**src/rtl/r_fetch_unit.sv**
```systemverilog
// Instruction fetch stage: owns the PC, reads one word per instruction over a
// req/ack bus, and holds it in the IR for the R-type decoder.
//
// Handshakes:
//   imem: imem_req is high for every FETCH cycle with imem_addr stable. A cycle
//         with imem_ack high completes the read, and imem_rdata is taken only
//         in that cycle. An ack seen outside FETCH is ignored.
//   inst: inst_valid is high while FULL, and the IR fields and inst_pc stay
//         stable. A transfer happens on an edge where inst_valid && inst_ready.
module r_fetch_unit #(
  parameter int              PC_W     = 32,
  parameter logic [PC_W-1:0] RESET_PC = '0,
  parameter int              MAX_WAIT = 16
) (
  input  logic            clk,
  input  logic            rst_n,
  input  logic            en,
  output logic            imem_req,
  output logic [PC_W-1:0] imem_addr,
  input  logic            imem_ack,
  input  logic [31:0]     imem_rdata,
  output logic            inst_valid,
  input  logic            inst_ready,
  output logic [5:0]      OP,
  output logic [4:0]      rs,
  output logic [4:0]      rt,
  output logic [4:0]      rd,
  output logic [4:0]      shamt,
  output logic [5:0]      func,
  output logic [PC_W-1:0] inst_pc,
  output logic            halted,
  output logic            bus_err,
  output logic [1:0]      dbg_state
);

  typedef enum logic [1:0] {
    S_IDLE  = 2'd0,
    S_FETCH = 2'd1,
    S_FULL  = 2'd2,
    S_HALT  = 2'd3
  } state_t;

  localparam int            WCW       = $clog2(MAX_WAIT) + 1;
  localparam logic [WCW-1:0] WAIT_LAST = WCW'(MAX_WAIT - 1);
  localparam logic [5:0]    HALT_OP   = 6'b111111;

  state_t          state_q, state_d;
  logic [PC_W-1:0] pc_q, pc_d;
  logic [PC_W-1:0] inst_pc_q, inst_pc_d;
  logic [31:0]     ir_q, ir_d;
  logic [WCW-1:0]  wait_q, wait_d;
  logic            halted_q, halted_d;
  logic            bus_err_q, bus_err_d;

  always_ff @(posedge clk) begin
    if (!rst_n) begin
      state_q   <= S_IDLE;
      pc_q      <= RESET_PC;
      inst_pc_q <= '0;
      ir_q      <= '0;
      wait_q    <= '0;
      halted_q  <= 1'b0;
      bus_err_q <= 1'b0;
    end else begin
      state_q   <= state_d;
      pc_q      <= pc_d;
      inst_pc_q <= inst_pc_d;
      ir_q      <= ir_d;
      wait_q    <= wait_d;
      halted_q  <= halted_d;
      bus_err_q <= bus_err_d;
    end
  end

  always_comb begin
    state_d   = state_q;
    pc_d      = pc_q;
    inst_pc_d = inst_pc_q;
    ir_d      = ir_q;
    wait_d    = wait_q;
    halted_d  = halted_q;
    bus_err_d = bus_err_q;
    unique case (state_q)
      S_IDLE: begin
        if (en) begin
          state_d = S_FETCH;
          wait_d  = '0;
        end
      end
      S_FETCH: begin
        if (imem_ack) begin
          // A halt word never reaches the IR, so the decoder never sees it.
          if (imem_rdata[31:26] == HALT_OP) begin
            state_d  = S_HALT;
            halted_d = 1'b1;
          end else begin
            ir_d      = imem_rdata;
            inst_pc_d = pc_q;
            pc_d      = pc_q + PC_W'(4);
            wait_d    = '0;
            state_d   = S_FULL;
          end
        end else if (wait_q == WAIT_LAST) begin
          state_d   = S_HALT;
          bus_err_d = 1'b1;
        end else begin
          wait_d = wait_q + 1'b1;
        end
      end
      S_FULL: begin
        if (inst_ready) begin
          state_d = en ? S_FETCH : S_IDLE;
          wait_d  = '0;
        end
      end
      S_HALT: begin
        state_d = S_HALT;
      end
      default: begin
        state_d = S_IDLE;
      end
    endcase
  end

  assign imem_req   = (state_q == S_FETCH);
  assign imem_addr  = pc_q;
  assign inst_valid = (state_q == S_FULL);
  assign OP         = ir_q[31:26];
  assign rs         = ir_q[25:21];
  assign rt         = ir_q[20:16];
  assign rd         = ir_q[15:11];
  assign shamt      = ir_q[10:6];
  assign func       = ir_q[5:0];
  assign inst_pc    = inst_pc_q;
  assign halted     = halted_q;
  assign bus_err    = bus_err_q;
  assign dbg_state  = state_q;

endmodule
```
**config.mk**
```make
export PLATFORM = sky130hd
export DESIGN_NAME = r_fetch_unit
export DESIGN_NICKNAME = d
export VERILOG_FILES = /design/src/rtl/r_fetch_unit.sv
export SDC_FILE = /design/constraint.sdc
export NUM_CORES = 1
export LEC_CHECK = 0
export BUFFER_PORTS_ARGS = -buffer_cell sky130_fd_sc_hd__buf_2
export CAP_MARGIN = 20
export CORE_ASPECT_RATIO = 0.75
export CORE_UTILIZATION = 45
export DETAILED_ROUTE_END_ITERATION = 6
export GPL_TIMING_DRIVEN = 0
export HOLD_SLACK_MARGIN = 0.03
export MAX_ROUTING_LAYER = met4
export PLACE_DENSITY = 0.84
export SLEW_MARGIN = 20
export SYNTH_ARGS = -nofsm -noshare
export SYNTH_HDL_FRONTEND = slang
export SYNTH_SLANG_ARGS = --single-unit
```
**constraint.sdc**
```tcl
create_clock -name clk -period 1.7 [get_ports clk]
set_input_delay 0.255 -clock clk [delete_from_list [all_inputs] [get_ports clk]]
set_output_delay 0.255 -clock clk [all_outputs]
set_load 0.01 [all_outputs]
```
==> summary.txt <==
WL/cell: 15.9 um
GPL Wtd Cong: 0.888
First-pass GRT wire length: 19300 um
Min-delay worst type: primary input to flop
Initial Util: 46.4%
Antenna viol nets, final: 0
Root Buffer: clkbuf_16
Total GRT Usage: 25.6%
Rel. slew slack: 53.7%
PnR Total Power: 4820 uW
Initial antenna violation count: 0
Post-place setup slack: -0.476 ns
Type of origin of the critical path: flop
Critical Path Max Stage Delay: 0.63 ns
Hold depth: 3
CP bufs+invs: 0
Max Freq: 545 MHz
Layout cells sized above 1: 38.8%
Worst Path Required: 1.96 ns
Primary FF master, synth: dfxtp_1
Layout Nets: 730
Synthesized cell area: 4200 um2
IO Pins: 139
Die height: 85.7 um
Reg2Reg Depth: 4
PwrDens: 816 nW/um2
Max-cap violations: 0
Clock latency on the worst-skew pair: 0.34 ns
Drt initial violations: 332
Fin. max-slew vios: 0
Commonest non-fill, non-tap cell in the layout: buf_2
Critical path cell sequence: nand4_1 -> or4_4 -> or3_4 -> a21oi_2
Crit path depth: 4
P_leak: 0.00243 uW
CTS tree: built
Status: complete, but fails checks
Worst Tran Pin Value: 0.692 ns
Sink Count: 101
Cell-internal power: 3640 uW
Row count: 30
WL final: 13100 um
Unrepaired setup endpoints after global routing: true
CP max FO: 6
Crit share post-route: 108%
Drt first pass iters: 5
Setup ws final: -0.133 ns
HPWL after DPL: 8430 um
Util after Layout: 65.2%
Antenna fix cells: 0
Kind of critical path: flop to flop
Number of synthesized register bits: 101
Hold Crit Start: imem_rdata[5]
Worst Skew: 0.00575 ns
Most frequent cells in the layout: 140 x buf_2, 137 x nand2_1, 80 x dfxtp_1, 77 x a21oi_1, 37 x buf_4
Crit path DAT: 2.09 ns
Die footprint: 9730 um2
Logic gate share of total power: 9.0%
Mapped Cells: 511
EDFF count, synth: 0
Core ar.: 9050 um2
Hold slack: 0.144 ns
# DRC: 0
Hold Fails Final Rpt: 0
Final setup fails: 11
Die width: 114 um
Worst-path clk slew: 0.07 ns
H-tree Lvls: 3
Peak supply drop: 0.000504 V
CP delay by family, top: simple AND/OR/NAND/NOR gates
CP Capture Type: flop
Buffers on Ports: 134
Setup TNS: -0.370 ns
Max Root-Sink Buffers: 2
Largest net degree at the start of global routing: 17
Via-per-instance ratio: 5.57
Sequential Power Share: 50.2%
Worst r2r dst: imem_addr[19]
Clock power frac: 40.8%
Flop2flop setup slack: -0.13 ns
Via Count: 4586
Switching share of total power: 24.4%
Failing checks: negative setup slack
Reg2reg start: imem_addr[8]
Num CTS Buffers: 9
Vias in the first global route: 4006
Distinct cells, synth: 48
CTS Hold Buffers Added: 0
Synth-to-layout area growth: 40.5%
Gr ovfl total: 0
Synth Area per Inst: 8.22 um2
FFs w/ async S/R, synth: 0%
Register area share after synthesis: 48.1%
Switching Power: 1170 uW
CP max stage cell: or4_4
Hold endpoint: ir_q[5]
Final Critical Period: 1.83 ns
Synth warnings: 0
[registers in the layout, summed over array words and instances (netlist names)]
name       count
ir_q          32
bus_err        1
inst_pc       30
imem_addr     30
halted         1
wait_q         5
dbg_state      2
[how the worst max path moves through the flow]
stage | start | endpoint | slack [ns]
global route | imem_addr[8] | imem_addr[19] | -0.15
detailed placement | imem_rdata[30] | ir_q[13] | -0.48
floorplan | imem_addr[2] | imem_addr[26] | 0.004
global placement | imem_rdata[30] | ir_q[13] | -0.33
CTS | imem_addr[3] | imem_addr[30] | -0.02
finish | imem_addr[8] | imem_addr[19] | -0.13
[cell usage after synthesis, drive strengths merged, types with 3 or more instances]
library cell,count,area (um2)
nand2,137,514
dfxtp,101,2020
a21oi,86,430
clkbuf,20,75.1
buf,16,97.6
or4,16,124
nand3,15,75.1
o31ai,15,113
o21ai,10,53.8
or3,10,62.6
nand4,9,56.3
and3,7,43.8
and4,7,61.3
mux2i,7,70.1
nor2,7,26.3
inv,6,22.5
nand2b,5,31.3
o221a,4,45.0
and2,3,18.8
ha,3,37.5
nor3,3,15.0
o211ai,3,22.5
[tightest hold or removal path: stages]
cell	delay, ns
buf_2	0.09
nand2_1	0.04
a21oi_1	0.05
[layout make-up]
type	instances	area [um2]
multi-input combinational	371	2210
clock buffer	11	253
fill	700	3140
buffer	36	223
tap	128	160
inverter	6	22.5
sequential	101	2070
timing repair buffer	165	925
clock inverter	5	33.8
[per-layer routing]
metal | share of wire [%] | global-route usage (%) | up-vias
met5 | 0 | - | -
met4 | 1.9 | 9.21 | 0
met3 | 7.1 | 5.58 | 29
met2 | 49 | 40.6 | 212
met1 | 42 | 32.2 | 2187
li1 | - | - | 2158
[per-stage QoR]
stage,instance area (um2),instances
2_1_floorplan,4220,514
3_3_place_gp,5050,776
3_5_place_dp,5050,776
4_1_cts,5580,804
5_1_grt,5900,823
6_report,5900,823
[logic make-up after synthesis]
family                     share of synthesized area, %
other                                            0.0893
and+or+nand+nor                                    26.2
adders and majority gates                         0.893
buffers and inverters                              4.65
AOI/OAI and AO/OA                                  18.0
muxes                                              1.67
DFF                                                48.1
xor gates and xnor gates                          0.417
[what timing repair did]
action                                  4_1_cts  5_1_grt
gates resized for setup                      49       48
hold endpoints to repair                      0        0
endpoints found under the setup margin       74       86
pin swaps                                    17       27
buffers inserted                             11       19
cloned                                        1        0
[power by group through the flow]
stage | registers [uW] | logic (uW) | clock network, uW
after floorplan | 2500 | 187 | 0
after global placement | 2480 | 348 | 0
after detailed placement | 2490 | 357 | 0
after CTS | 2420 | 388 | 1990
after global routing | 2420 | 466 | 2090
final | 2420 | 433 | 1970
(Power assumes the default switching activity.)
